==> src/rtl/hex_marquee_if.sv <==
// Control, message-buffer write port and display outputs of the scrolling
// seven-segment marquee. The consumer (the marquee itself) uses the slave modport.
interface hex_marquee_if #(
  parameter int N_DIG = 5,
  parameter int DEPTH = 16
);
  localparam int AW = (DEPTH > 1) ? $clog2(DEPTH) : 1;
  localparam int LW = $clog2(DEPTH + 1);
  localparam int FW = $clog2(DEPTH + N_DIG);

  logic                 wr_en;
  logic [AW-1:0]        wr_addr;
  logic [7:0]           wr_data;
  logic [LW-1:0]        len;
  logic                 start;
  logic                 stop;
  logic                 hold;
  logic                 dir;
  logic                 oneshot;
  logic [8*N_DIG-1:0]   hex;
  logic [FW-1:0]        frame;
  logic                 busy;
  logic                 done;

  modport master (
    output wr_en, wr_addr, wr_data, len, start, stop, hold, dir, oneshot,
    input  hex, frame, busy, done
  );

  modport slave (
    input  wr_en, wr_addr, wr_data, len, start, stop, hold, dir, oneshot,
    output hex, frame, busy, done
  );
endinterface

==> src/rtl/hex_marquee.sv <==
// Scrolling marquee: steps a message held in a small segment-code buffer across
// N_DIG seven-segment digits, one frame every DIV clocks, in either direction.
module hex_marquee #(
  parameter int N_DIG = 5,
  parameter int DEPTH = 16,
  parameter int DIV   = 50000000
) (
  input  logic          clk,
  input  logic          rst,
  hex_marquee_if.slave  bus
);
  localparam int AW = (DEPTH > 1) ? $clog2(DEPTH) : 1;
  localparam int LW = $clog2(DEPTH + 1);
  localparam int FW = $clog2(DEPTH + N_DIG);
  localparam int CW = (DIV > 1) ? $clog2(DIV) : 1;
  localparam int IW = FW + 2;

  typedef enum logic [1:0] {IDLE, RUN, PAUSE} state_t;

  state_t               state_q, state_d;
  logic [FW-1:0]        frame_q, frame_d;
  logic [CW-1:0]        cnt_q, cnt_d;
  logic [LW-1:0]        len_q, len_d;
  logic                 dir_q, dir_d;
  logic                 once_q, once_d;
  logic                 done_q, done_d;
  logic [7:0]           msg_q [DEPTH];
  logic [8*N_DIG-1:0]   hex_p0, hex_p1;

  logic                 len_ok, tick, last;
  logic signed [IW-1:0] f_s, l_s, idx;

  assign len_ok = (bus.len != '0) && (32'(bus.len) <= DEPTH);
  assign tick   = (cnt_q == CW'(DIV - 1));
  assign last   = (frame_q == FW'(len_q) + FW'(N_DIG - 1));

  // A paused cycle with hold released counts immediately, so a hold of n cycles
  // delays the next frame by exactly n cycles.
  always_comb begin
    state_d = state_q;
    frame_d = frame_q;
    cnt_d   = cnt_q;
    len_d   = len_q;
    dir_d   = dir_q;
    once_d  = once_q;
    done_d  = 1'b0;
    case (state_q)
      IDLE: begin
        if (!bus.stop && bus.start && len_ok) begin
          state_d = RUN;
          len_d   = bus.len;
          dir_d   = bus.dir;
          once_d  = bus.oneshot;
          frame_d = '0;
          cnt_d   = '0;
        end
      end
      RUN, PAUSE: begin
        if (bus.stop) begin
          state_d = IDLE;
          frame_d = '0;
          cnt_d   = '0;
        end else if (bus.hold) begin
          state_d = PAUSE;
        end else begin
          state_d = RUN;
          if (!tick) begin
            cnt_d = cnt_q + CW'(1);
          end else begin
            cnt_d = '0;
            if (!last) begin
              frame_d = frame_q + FW'(1);
            end else begin
              frame_d = '0;
              if (once_q) begin
                state_d = IDLE;
                done_d  = 1'b1;
              end
            end
          end
        end
      end
      default: begin
        state_d = IDLE;
        frame_d = '0;
        cnt_d   = '0;
      end
    endcase
  end

  always_ff @(posedge clk) begin
    if (rst) begin
      state_q <= IDLE;
      frame_q <= '0;
      cnt_q   <= '0;
      len_q   <= '0;
      dir_q   <= 1'b0;
      once_q  <= 1'b0;
      done_q  <= 1'b0;
    end else begin
      state_q <= state_d;
      frame_q <= frame_d;
      cnt_q   <= cnt_d;
      len_q   <= len_d;
      dir_q   <= dir_d;
      once_q  <= once_d;
      done_q  <= done_d;
    end
  end

  always_ff @(posedge clk) begin
    if (rst) begin
      for (int i = 0; i < DEPTH; i++) msg_q[i] <= 8'hFF;
    end else if (bus.wr_en && (32'(bus.wr_addr) < DEPTH)) begin
      msg_q[bus.wr_addr] <= bus.wr_data;
    end
  end

  // Stage p0: signed per-digit character index, out-of-range positions are blank
  assign f_s = signed'(IW'(frame_q));
  assign l_s = signed'(IW'(len_q));

  always_comb begin
    hex_p0 = {N_DIG{8'hFF}};
    idx    = '0;
    if (state_q != IDLE) begin
      for (int d = 0; d < N_DIG; d++) begin
        idx = dir_q ? (l_s - f_s + IW'(N_DIG - 1 - d)) : (f_s - IW'(1) - IW'(d));
        if (!idx[IW-1] && (idx < l_s)) hex_p0[8*d +: 8] = msg_q[idx[AW-1:0]];
      end
    end
  end

  // Stage p1: registered display
  always_ff @(posedge clk) begin
    if (rst) hex_p1 <= {N_DIG{8'hFF}};
    else     hex_p1 <= hex_p0;
  end

  assign bus.hex   = hex_p1;
  assign bus.frame = frame_q;
  assign bus.busy  = (state_q != IDLE);
  assign bus.done  = done_q;
endmodule

==> src/flat_wrapper.sv <==
// flat-port wrapper written by rule: the top's interface ports become plain ports
module hex_marquee_flat 
#(
  parameter int N_DIG = 5,
  parameter int DEPTH = 16,
  parameter int DIV   = 50000000
)
  (clk, rst, bus_wr_en, bus_wr_addr, bus_wr_data, bus_len, bus_start, bus_stop, bus_hold, bus_dir, bus_oneshot, bus_hex, bus_frame, bus_busy, bus_done);
  hex_marquee_if #(.N_DIG(N_DIG), .DEPTH(DEPTH)) bus_i ();
  input  logic clk;
  input  logic rst;
  input wire logic [$bits(bus_i.wr_en)-1:0] bus_wr_en;
  input wire logic [$bits(bus_i.wr_addr)-1:0] bus_wr_addr;
  input wire logic [$bits(bus_i.wr_data)-1:0] bus_wr_data;
  input wire logic [$bits(bus_i.len)-1:0] bus_len;
  input wire logic [$bits(bus_i.start)-1:0] bus_start;
  input wire logic [$bits(bus_i.stop)-1:0] bus_stop;
  input wire logic [$bits(bus_i.hold)-1:0] bus_hold;
  input wire logic [$bits(bus_i.dir)-1:0] bus_dir;
  input wire logic [$bits(bus_i.oneshot)-1:0] bus_oneshot;
  output wire logic [$bits(bus_i.hex)-1:0] bus_hex;
  output wire logic [$bits(bus_i.frame)-1:0] bus_frame;
  output wire logic [$bits(bus_i.busy)-1:0] bus_busy;
  output wire logic [$bits(bus_i.done)-1:0] bus_done;
  assign bus_i.wr_en = bus_wr_en;
  assign bus_i.wr_addr = bus_wr_addr;
  assign bus_i.wr_data = bus_wr_data;
  assign bus_i.len = bus_len;
  assign bus_i.start = bus_start;
  assign bus_i.stop = bus_stop;
  assign bus_i.hold = bus_hold;
  assign bus_i.dir = bus_dir;
  assign bus_i.oneshot = bus_oneshot;
  assign bus_hex = bus_i.hex;
  assign bus_frame = bus_i.frame;
  assign bus_busy = bus_i.busy;
  assign bus_done = bus_i.done;
  hex_marquee #(.N_DIG(N_DIG), .DEPTH(DEPTH), .DIV(DIV)) u_core (.clk(clk), .rst(rst), .bus(bus_i));
endmodule
==> config.mk <==
export PLATFORM = sky130hd
export DESIGN_NAME = hex_marquee_flat
export DESIGN_NICKNAME = d
export VERILOG_FILES = /design/src/rtl/hex_marquee_if.sv /design/src/rtl/hex_marquee.sv /design/src/flat_wrapper.sv
export SDC_FILE = /design/constraint.sdc
export NUM_CORES = 1
export LEC_CHECK = 0
export ABC_CLOCK_PERIOD_IN_PS = 11200
export CAP_MARGIN = 0
export CORE_ASPECT_RATIO = 0.75
export CORE_MARGIN = 4
export CORE_UTILIZATION = 40
export DETAILED_ROUTE_END_ITERATION = 8
export GPL_TIMING_DRIVEN = 0
export MAX_ROUTING_LAYER = met4
export SKIP_LAST_GASP = 1
export SLEW_MARGIN = 40
export SYNTH_ARGS = -nofsm -noshare
export SYNTH_HDL_FRONTEND = slang
export SYNTH_SLANG_ARGS = --single-unit
==> constraint.sdc <==
create_clock -name clk -period 11.2 [get_ports clk]
set_input_delay 2.24 -clock clk [delete_from_list [all_inputs] [get_ports clk]]
set_output_delay 2.24 -clock clk [all_outputs]
set_load 0.02 [all_outputs]
# == Yosys cells after proc, flatten, opt, wreduce, memory -nomap -nowiden ==
# Memory sizes are Yosys's and may differ from the RTL's. A register that Yosys moved wholly into a read port is not among the register bits.
# Cells that the tools add are included.
# word_totals
mem_count,1
in_bits,25
word_cells,103
register_bits,41
output_inout_bits,47
ram_bits,128
# classes
n_eq_ne,7
n_reduce_logical,28
muxes,32
n_bitwise,9
n_addsub,13
order_cmp,6
# memory_table
memory,words,width,read_ports,rd_clocked_by_memory_dff,write_ports,line_no,source
u_core.msg_q,16,8,5,5,16,hex_marquee.sv:27,logic [7:0] msg_q [DEPTH];
# op_table
cell,n
$mux 26,4
$pmux 26 s2,1
$lt 7x6->1,5
$mux 7,5
$add 26x1->26 const B,1
$eq 26x26->1 const B,1
$mux 5,5
$reduce_or 3->1,5
$add 7x3->7 const B,2
$sub 7x3->7 const B,2
$mux 2,5
$pmux 5 s2,1
$not 1->1,9
$logic_and 1x1->1,8
$mux 1,8
$mux 8,1
$reduce_or 8->1,1
$add 7x2->7 const B,1
$add 7x4->7 const B,1
$sub 7x2->7 const B,1
$sub 7x4->7 const B,1
$logic_not 1->1,6
$reduce_or 6->1,1
$sub 5x1->6 const B,1
other kinds (18),19

# == Depth between registers and ports, before layout ==
# depth
word_depth,7
mapped_depth,19
ltp_nobuf,17

# == Least setup slack after synthesis ==
# Ideal clock, no wire load.
# synth_timing
path_kind,reg2reg
from,"reg u_core.frame_q[1], in the netlist u_core.bus.frame[1]"
to,"reg u_core.hex_p1[24], in the netlist u_core.bus.hex[24] (read register of u_core.msg_q)"
path_stages_with_launch,18
synth_period_minus_slack_ps,4715
t_required_ps,11066
path_slack_ps,6485
path_buffers,3
setup_ps,134
arrival_time_ps,4581
path_cell_list,dfxtp_1 clkbuf_1 inv_1 fa_1 inv_1 ha_1 a21oi_2 buf_2 clkbuf_1 inv_1 ha_1 nor2b_1 o21a_1 o21ai_0 nand2b_1 a2111oi_0 o311ai_1 or4_1
# synth_between
elab_chain_len,7
word_cells_on_any_way,10
cone_classes,add/sub: 4; order compare: 1; mux: 1; bitwise: 1; reduce/logical: 3
# synth_lines
item,line_no,source
from (decl),hex_marquee.sv:21,"logic [FW-1:0] frame_q, frame_d;"
from (signal assigned),hex_marquee.sv:102,frame_q <= frame_d;
$sub 5x1->6 or $sub 5x5->6 (tied branches),hex_marquee.sv:128,idx = dir_q ? (l_s - f_s + IW'(N_DIG - 1 - d)) : (f_s - IW'(1) - IW'(d));
$sub 7x3->7 or $add 7x2->7 (tied branches),hex_marquee.sv:128,
$mux 7 *,hex_marquee.sv:128,
$lt 7x6->1 or $logic_not 1->1 (tied branches),hex_marquee.sv:129,if (!idx[IW-1] && (idx < l_s)) hex_p0[8*d +: 8] = msg_q[idx[AW-1:0]];
$logic_and 1x1->1,hex_marquee.sv:129,
$not 1->1 (no line),-,
$reduce_or 3->1 (no line),-,
to (decl),hex_marquee.sv:28,"logic [8*N_DIG-1:0] hex_p0, hex_p1;"
# Mark *: on every way between the ends. The rest lies on a longest branch, timed or not.
# A chain may end at the register's enable or synchronous reset.

# == Worst setup path in the final report ==
# layout_timing
from,"reg u_core.frame_q[1], in the netlist u_core.bus.frame[1]"
to,"reg u_core.hex_p1[31], in the netlist u_core.bus.hex[31] (read register of u_core.msg_q)"
# The elaborated chain is that of the path after synthesis.

==> results.yml <==
setup_path:
  path_common_cell: "ha_1"
  crit_path_start: "u_core.bus.frame[1]"
  r2r_setup_slack_ns: 4.89
  crit_arrival_ns: 6.71
  critPathCapture: "u_core.bus.hex[31]"
  worst-path-max-fanout: 9
  critPathMaxStageDelay_ns: 0.70
  path_class: "register to register"
  r2r_cells: 15
  rr_endpoint: "u_core.bus.hex[31]"
  crit_slowest_cell: "a2111oi_0"
  rr_startpoint: "u_core.bus.frame[1]"
  cp-end-kind: "register"
  critPathRequiredTime_ns: 11.60
  start_kind: "register"
  crit_chain: "clkbuf_1 > inv_1 > fa_1 > xor2_1 > ha_1 > nor2b_1 > and3b_4 > nor4_4 > inv_2 > ha_1 > o21ai_0 > nand2b_1 > a2111oi_0 > o311ai_2 > or4_1"
logic_synthesis:
  synth.most_common_cell: "mux2i_1"
  synth.largest_area_cell: "edfxtp_1"
  seq_area_frac_synth_pct: 40.7
  ys_types: 73
  synthArstFlopShare_pct: 0
  yosysWarningCount: 0
  synthTopCellsByArea: "edfxtp_1, mux2i_1, dfxtp_1"
  synth_top_area_share_pct: 28.6
  synthTopCellsByCount: "mux2i_1, edfxtp_1, nand2_1, or2_2, dfxtp_1"
  synth_edf_count: 128
  avgSynthCellArea_um2: 10.3
  synth_flop_cell: "edfxtp_1"
  synth_fp_nets: 1372
  synth_seq_cells: 209
  netlist_instances: 1302
  syn-cell-area_um2: 13400
clock_tree:
  cts_hold_buf: 0
  cts-buffers-inserted: 24
  cts_buffer_depth: 3
  cts_resized: 0
  cts_tree: "done"
  clock_sinks: 209
  cts_root_buffer: "clkbuf_16"
  postCtsSetupRepairBufs: 0
  clkLatencyLatePin_ns: 0.55
  path_clk_slew_ns: 0.06
  htreeDepth: 1
grt:
  grt_antenna_before_repair: 0
  grt_pass1_vias: 9566
  grt_pass1_wl_um: 66000
  globalRouteOverflowTotal: 0
  grt_use_total_pct: 25.0
  grt_max_degree: 14
sta:
  final.setup.tns_ns: 0
  rsz0062_at_grt: "false"
  slew_violations: 0
  worst_slew_pin_slew_ns: 0.912
  finalHoldWorstSlack_ns: 0.468
  fin_skew_ns: 0.0323
  period_needed_ns: 6.31
  setup_viol_count_final: 0
  slew_headroom_pct: 37.5
  fin_crit_sh_pct: 56.3
  fmax_mhz: 158
  hold_viol: 0
worst_hold_path:
  min_path_type: "register to register"
placed_design:
  hpwl_um: 36200
  place_area_um2: 14700
  io_buffers: 71
  gp_congestion: 1.02
power_and_ir_drop:
  powerDensity_nw_per_um2: 206
  internal-power_w: 0.00191
  total_power_w: 0.00320
  switching_power_w: 0.00129
  power_frac_clock_pct: 25.5
  switching_share_pct: 40.2
  ir_worst_vdd_uv: 112
  power_frac_comb_pct: 47.3
  power.share.sequential_pct: 27.2
  p_leak_nw: 6.49
finish:
  final_util_pct: 47.5
  layout-drive-gt1-share_pct: 14.5
  area_growth_pct: 15.8
  diodes: 0
  num-nets-final: 1470
  final_area_um2: 15500
die:
  row_count: 57
  initial_core_util_pct: 41.0
  die_h_um: 167
  core_area_um2: 32700
  die_width_um: 220
  boundaryPins: 72
  dieArea_um2: 36600
detailed_routing:
  drc: 0
  route.vias.total: 10500
  drt-total-wl_um: 45600
  first_pass_iters: 5
  ant_nets: 0
  first_iter_violations: 1134
  vias_per_cell: 5.65
  wl_per_cell_um: 24.5
flow_run:
  cap_violations: 0
outcome:
  outcome: "complete, no violations"
power groups by stage:
stage | clock [W] | sequential, W | combinational [W]
after floorplan | 0 | 0.000882 | 0.00104
after global placement | 0 | 0.000886 | 0.00146
after detailed placement | 0 | 0.000887 | 0.00146
after CTS | 0.000826 | 0.000871 | 0.00146
after global routing | 0.000857 | 0.000875 | 0.00160
final | 0.000815 | 0.000872 | 0.00151
state kept, by name (all words and copies together), names as in the netlist, 2 cells and up:
signal	cells
u_core.len_q	5
u_core.cnt_q	26
u_core.bus.hex	40
u_core.bus.frame	5
u_core.msg_q	128
u_core.state_q	2
how the worst min path moves through the flow:
stage | from | end | slack (ns) | cells after the start
after floorplan | u_core.once_q | u_core.bus.done | 0.43 | 2
after global placement | u_core.once_q | u_core.bus.done | 0.46 | 2
after detailed placement | u_core.once_q | u_core.bus.done | 0.46 | 2
after CTS | u_core.once_q | u_core.bus.done | 0.46 | 2
after global routing | u_core.once_q | u_core.bus.done | 0.47 | 2
final | u_core.once_q | u_core.bus.done | 0.47 | 2
worst max-delay path, delay by kind of cell, from the launching register on:
| family | cells | cell delay, ns |
|---|---|---|
| fa+ha+maj | 3 | 1.22 |
| flops | 1 | 0.38 |
| compound gates | 3 | 1.20 |
| buf+inv | 3 | 0.76 |
| simple gates | 5 | 1.91 |
| xor+xnor | 1 | 0.65 |
stage by stage:
step / setup WS (ns) / std cells
final: 4.89 / 1860
after global routing: 4.50 / 1860
after CTS: 4.89 / 1859
after detailed placement: 4.92 / 1815
after global placement: 4.96 / 1815
after floorplan: 6.49 / 1302
cell type report:
cell class,instances,area [um^2]
Buffer,73,342
Clock buffer,37,718
Clock inverter,7,91.3
Fill cell,3039,17200
Inverter,34,128
Multi-Input combinational cell,986,7530
Sequential cell,209,5470
Tap cell,442,553
Timing Repair Buffer,72,716
per-layer routing:
layer  routed length, um  vias up  global-route usage (%)
met5                   0        -                       -
met4                 618        0                    3.38
met3                4500       48                    5.19
met2               17400      488                    32.2
met1               23100     5102                    40.6
li1                    -     4876                       -
cells in the final DEF (no fill, tap or decap), types with 17 or more instances in the layout:
cell and n:
a2111oi_0 17, a211oi_1 33, a21o_1 23, a21oi_1 22, and2_1 18, buf_2 28
clkbuf_1 38, clkbuf_16 25, clkdlybuf4s50_1 71, dfxtp_1 81, edfxtp_1 128, ha_1 44
inv_1 27, mux2i_1 256, nand2_1 104, nand2b_1 62, nand3_1 30, nor2_1 63
nor2b_1 30, o21ai_0 20, or2_2 87, xnor2_1 27, xor2_1 21
cell families (layout without fill, tap and decap cells):
logic type,count (synthesis),after routing,synth area share [%]
AO/OA/AOI/OAI,153,153,8.19
XOR/XNOR,51,51,3.58
adder cells (fa/ha/maj),45,45,4.25
buffers and inverters,107,223,3.50
flip-flops,209,209,40.7
multiplexers,269,269,20.9
AND/OR/NAND/NOR,468,468,18.9
No activity file was read; power rests on OpenSTA's default activity.
